## config.mk

```make
export PLATFORM = sky130hd
export DESIGN_NAME = mem_vec_add_seq
export DESIGN_NICKNAME = d
export VERILOG_FILES = /design/src/rtl/mem_vec_add_seq.sv
export SDC_FILE = /design/constraint.sdc
export NUM_CORES = 1
export LEC_CHECK = 0
export ABC_AREA = 1
export CAP_MARGIN = 20
export CORE_MARGIN = 10
export CORE_UTILIZATION = 50
export CTS_BUF_LIST = sky130_fd_sc_hd__clkbuf_8
export DETAILED_ROUTE_END_ITERATION = 8
export GPL_TIMING_DRIVEN = 1
export MAX_ROUTING_LAYER = met4
export PLACE_DENSITY = 0.79
export SLEW_MARGIN = 20
export SYNTH_ARGS = -nofsm -noshare
export SYNTH_HDL_FRONTEND = slang
export SYNTH_SLANG_ARGS = --single-unit
```

## constraint.sdc

```tcl
create_clock -name clk -period 2.6 [get_ports clk]
set_input_delay 0.26 -clock clk [delete_from_list [all_inputs] [get_ports clk]]
set_output_delay 0.26 -clock clk [all_outputs]
set_load 0.03 [all_outputs]
```

## src/rtl/mem_vec_add_seq.sv

```systemverilog
// mem_vec_add_seq
// ---------------
// Sequencer that drives the 32-word dual-read-port data memory to compute
// D[k] = A[k] + B[k] for k = 0..len-1. Each element takes two cycles. In the
// first cycle both operands are read over the two read ports. In the second
// cycle the sum is written back over port 1, which shares its address with
// the write port.
//
// Ports:
//   clk, rst          rising-edge clock, synchronous active-high reset
//   start             one-cycle request, only honoured in IDLE
//   base_a/b/d, len   vector bases (5-bit, wrapping) and element count 0..32,
//                     latched when start is accepted
//   mem_addr          port-1 address (read and write)
//   mem_addr2         port-2 read address
//   mem_write_data    write data
//   mem_read          memory read enable
//   mem_write         memory write enable
//   mem_read_data     port-1 read data (combinational from memory)
//   mem_read_data2    port-2 read data (combinational from memory)
//   busy              high while in READ or WRITE
//   done              one-cycle completion pulse
//   carry             sticky carry-out of any element sum
//   count             elements written so far
//
// Every output is registered. This matters for the memory: its write path is
// level-sensitive, so address, data and write enable may change only at clock
// edges.
module mem_vec_add_seq #(
  parameter int N = 32
) (
  input  logic         clk,
  input  logic         rst,
  input  logic         start,
  input  logic [4:0]   base_a,
  input  logic [4:0]   base_b,
  input  logic [4:0]   base_d,
  input  logic [5:0]   len,
  output logic [4:0]   mem_addr,
  output logic [4:0]   mem_addr2,
  output logic [N-1:0] mem_write_data,
  output logic         mem_read,
  output logic         mem_write,
  input  logic [N-1:0] mem_read_data,
  input  logic [N-1:0] mem_read_data2,
  output logic         busy,
  output logic         done,
  output logic         carry,
  output logic [5:0]   count
);

  typedef enum logic [1:0] {IDLE, READ, WRITE, DONE} state_t;

  state_t       state_q, state_d;
  logic [5:0]   k_q, k_d;
  logic [5:0]   k_inc;
  logic [4:0]   base_a_q, base_a_d;
  logic [4:0]   base_b_q, base_b_d;
  logic [4:0]   base_d_q, base_d_d;
  logic [5:0]   len_q, len_d;
  logic [4:0]   mem_addr_q, mem_addr_d;
  logic [4:0]   mem_addr2_q, mem_addr2_d;
  logic [N-1:0] mem_write_data_q, mem_write_data_d;
  logic         mem_read_q, mem_read_d;
  logic         mem_write_q, mem_write_d;
  logic         busy_q, busy_d;
  logic         done_q, done_d;
  logic         carry_q, carry_d;
  logic [5:0]   count_q, count_d;
  logic [N:0]   sum_w;

  // Full-width add; bit N is the carry-out of the N-bit word sum.
  function automatic logic [N:0] add_with_carry(input logic [N-1:0] a,
                                                input logic [N-1:0] b);
    return {1'b0, a} + {1'b0, b};
  endfunction

  assign sum_w = add_with_carry(mem_read_data, mem_read_data2);
  assign k_inc = k_q + 6'd1;

  always_comb begin
    state_d          = state_q;
    k_d              = k_q;
    base_a_d         = base_a_q;
    base_b_d         = base_b_q;
    base_d_d         = base_d_q;
    len_d            = len_q;
    mem_addr_d       = mem_addr_q;
    mem_addr2_d      = mem_addr2_q;
    mem_write_data_d = mem_write_data_q;
    mem_read_d       = mem_read_q;
    mem_write_d      = mem_write_q;
    busy_d           = busy_q;
    done_d           = 1'b0;
    carry_d          = carry_q;
    count_d          = count_q;

    // Outputs are registered, so each branch loads the values for the state
    // being entered, not the state being left.
    case (state_q)
      IDLE: begin
        mem_read_d  = 1'b0;
        mem_write_d = 1'b0;
        busy_d      = 1'b0;
        if (start) begin
          base_a_d = base_a;
          base_b_d = base_b;
          base_d_d = base_d;
          len_d    = len;
          k_d      = 6'd0;
          count_d  = 6'd0;
          carry_d  = 1'b0;
          if (len != 6'd0) begin
            state_d     = READ;
            mem_addr_d  = base_a;
            mem_addr2_d = base_b;
            mem_read_d  = 1'b1;
            busy_d      = 1'b1;
          end else begin
            state_d = DONE;
            done_d  = 1'b1;
          end
        end
      end
      READ: begin
        mem_write_data_d = sum_w[N-1:0];
        carry_d          = carry_q | sum_w[N];
        mem_addr_d       = base_d_q + k_q[4:0];
        mem_read_d       = 1'b0;
        mem_write_d      = 1'b1;
        state_d          = WRITE;
      end
      WRITE: begin
        k_d         = k_inc;
        count_d     = count_q + 6'd1;
        mem_write_d = 1'b0;
        if (k_inc == len_q) begin
          state_d = DONE;
          done_d  = 1'b1;
          busy_d  = 1'b0;
        end else begin
          state_d     = READ;
          mem_addr_d  = base_a_q + k_inc[4:0];
          mem_addr2_d = base_b_q + k_inc[4:0];
          mem_read_d  = 1'b1;
        end
      end
      DONE: begin
        state_d = IDLE;
      end
      default: begin
        state_d = IDLE;
      end
    endcase
  end

  always_ff @(posedge clk) begin
    if (rst) begin
      state_q          <= IDLE;
      k_q              <= '0;
      base_a_q         <= '0;
      base_b_q         <= '0;
      base_d_q         <= '0;
      len_q            <= '0;
      mem_addr_q       <= '0;
      mem_addr2_q      <= '0;
      mem_write_data_q <= '0;
      mem_read_q       <= 1'b0;
      mem_write_q      <= 1'b0;
      busy_q           <= 1'b0;
      done_q           <= 1'b0;
      carry_q          <= 1'b0;
      count_q          <= '0;
    end else begin
      state_q          <= state_d;
      k_q              <= k_d;
      base_a_q         <= base_a_d;
      base_b_q         <= base_b_d;
      base_d_q         <= base_d_d;
      len_q            <= len_d;
      mem_addr_q       <= mem_addr_d;
      mem_addr2_q      <= mem_addr2_d;
      mem_write_data_q <= mem_write_data_d;
      mem_read_q       <= mem_read_d;
      mem_write_q      <= mem_write_d;
      busy_q           <= busy_d;
      done_q           <= done_d;
      carry_q          <= carry_d;
      count_q          <= count_d;
    end
  end

  assign mem_addr       = mem_addr_q;
  assign mem_addr2      = mem_addr2_q;
  assign mem_write_data = mem_write_data_q;
  assign mem_read       = mem_read_q;
  assign mem_write      = mem_write_q;
  assign busy           = busy_q;
  assign done           = done_q;
  assign carry          = carry_q;
  assign count          = count_q;

endmodule

```

==> run metrics <==
status finished clean; leakage between 4 and 5 nW; Worst Max-Slew Pin Slew between 0.6 and 0.7 ns; HP Class reg2reg; DP Worst Slack roughly 0.18 ns; dpl hpwl between 15,000 and 20,000 um; number of synthesized flops with an enable pin 0; top cells by area, synth dfxtp_1 26%, nand2_1 16%, ha_1 10%, nor2_1 9.6%, inv_1 9.1%; Hold Path Cell Cnt 2; Post-synth top flop dfxtp_1; worst reg-to-reg setup slack around 0.26 ns; end of the worst hold path mem_addr2[0]; RSZ-0062 raised after global routing no; TritonCTS buffer count 9; Die Wd 133 um; Tcrit/Tclk final between 80% and 90%; area share of the largest cell type after synthesis between 20% and 30%; Syn Area/Cell ~6.1 sq um; reg2reg path depth 10; CTS max path bufs 2; wire per inst between 10 and 15 um; total number of placement rows 41; Fillers ~1,200; Total GRT Usage a little over a fifth; MaxCap Viol Count 0; fraction of layout cells with a size suffix above 1 slightly below 4%; synthesis-to-layout area growth 28.0%; Post-CTS Hold Buffers 0; Clk network pwr share ~16%; initial antenna violation count 0; worst path arrival time between 2 and 3 ns; Yosys top cell by area dfxtp_1; CTS-repair resized insts 0; clk sinks between 80 and 90; post-synthesis cell count between 1,000 and 1,500; gpl congestion ~0.95; Pwr Total 5.81 mW; cell with the most instances after synthesis nand2_1; CP Class reg2reg; Detailed Route WL around 19,000 um; most frequent cells after synthesis 275 x nand2_1, 163 x nor2_1, 154 x inv_1, 82 x dfxtp_1, 72 x a21oi_1; clock root cell clkbuf_8; Synth Warn # 0; Seq/Total Area, Yosys 25.9%; post-CTS setup buffers 0; worst-path fanout max 8; die area approximately 18,000 sq um; P_sw 2.58 mW; Antenna Nets Post-Route 0; largest net degree at the start of global routing 40; later-pin clock latency in the skew report 0.37 ns; Final Hold Vio Count 0; CTS tree yes; vias in the first global route ~6,600; maximum clock rate 0.428 GHz; clock skew ~0.011 ns; part of the power in registers a little under a third; Crit path max-delay family compound AO/OA/AOI/OAI gates; GRT Residual Overflow 0; post-place instance area ~8000 sq um; Starting Density roughly half; DR pass1 iterations 5; cell total after placement 1,339; Hold WS ~0.46 ns; setup violators final 0; Internal roughly 3.2 mW; I/O pins 141; Layout Cells excl Fill 1,353; cells along the critical path ha_1, nand2_1, nand2_1, inv_1, ha_1, a21oi_1, a21oi_1, o21ai_0, nand4_1, a21oi_1; # port buffers between 100 and 150; Net Sw Frac ~44%; Rel. slew slack between 50% and 60%; Comb pwr share a little over half; Post-Route Utilization between 60 and 70%; Initial DRC Count between 500 and 600; area of the core approximately 13,000 sq um; vias per cell roughly 5; hold path startpoint mem_addr2[0]; setup_tns 0 ns; CP Capture Type flop; min Tclk post-route 2.34 ns; DR vias a little under 7,000; first-pass GRT wire length 31,400 um; PD cells roughly 720 nW/um^2; crit-path max cell delay 0.52 ns; Required @ worst endpoint between 2 and 3 ns; clk slew on worst S/H paths 0.09 ns; RR Endpoint mem_addr2[3]; Design Area, Final 8130 sq um; Net Count, Synth between 1,000 and 1,500; drt drc 0; Nets 1,321; most used cell, CP a21oi_1; share of flip-flops with an asynchronous set or reset 0%; final worst setup slack about 0.26 ns; H-Tree Depth 3; Die H about 130 um; Synth cell types 37; CP bufs+invs 1; Seq cells post-synth 82; origin of the critical flop-to-flop path k_q[0]; Ant. Diodes 0; Netlist Area Pre-Place ~6300 sq um; Max VDD drop about 320 uV; crit path launch type flop; fin. max-slew vios 0; CP max-delay cell dfxtp_1
[state kept, by name, summed over array words and instances, names as in the netlist, 6 cells and up]
| signal | flops |
|---|---|
| mem_write_data | 32 |
| len_q | 6 |
| count | 6 |
| k_q | 6 |
[cell type report]
type	instances	area, sq um	area share (%)
inverter	157	589	7.25
tap	172	215	2.65
multi-input combinational	778	4010	49.4
sequential	82	1640	20.2
timing repair buffer	150	1480	18.2
clock buffer	11	151	1.86
clock inverter	3	41.3	0.508
[cell usage in the layout (no fill, tap or decap), types with 5 or more instances in the layout]
cell,instances
nand2_1,275
inv_1,155
nand4_1,12
nand3_2,5
and2_1,6
nand3_1,68
nor3_1,8
clkdlybuf4s50_1,140
o21ai_0,69
dfxtp_1,82
xor2_1,13
nor2_1,163
nand2_2,5
buf_4,10
ha_1,50
a21oi_1,72
clkbuf_8,11
[worst min-delay path: stages, from the launching register on]
cell     delay, ns
dfxtp_1       0.31
nand2_1       0.06
a21oi_1       0.05
[cell families after synthesis]
group	synth area share, %
simple gates	37.3
buf+inv	11.0
compound gates	12.5
flops	25.9
fa+ha+maj	11.3
xor+xnor	2.07
[metal layers]
layer / part of all wire, % / up-vias / track usage (%)
met1: 45 / 3100 / 26.1
met3: 4.4 / 30 / 3.52
li1: - / 3572 / -
met5: 0 / - / -
met2: 48 / 206 / 36.5
met4: 2.8 / 0 / 8.25
[how the worst max path moves through the flow]
stage | start | end | slack, ns | cells past startpoint
4_1_cts | k_q[0] | mem_addr2[3] | 0.29 | 10
5_1_grt | k_q[0] | mem_addr2[3] | 0.02 | 10
2_1_floorplan | k_q[0] | mem_addr[4] | 0.63 | 13
3_3_place_gp | mem_read_data[2] | mem_write_data[29] | 0.22 | 14
6_report | k_q[0] | mem_addr2[3] | 0.26 | 10
3_5_place_dp | mem_read_data[0] | mem_write_data[30] | 0.18 | 15
[power by group through the flow]
stage	clock network (mW)	registers, mW	logic (mW)
finish	0.955	1.78	3.08
global route	1.03	1.81	3.42
CTS	0.968	1.78	3.09
detailed placement	0	1.80	3.07
global placement	0	1.80	3.04
floorplan	0	2.23	1.54
Note: power is estimated with default switching activity, not from simulation.
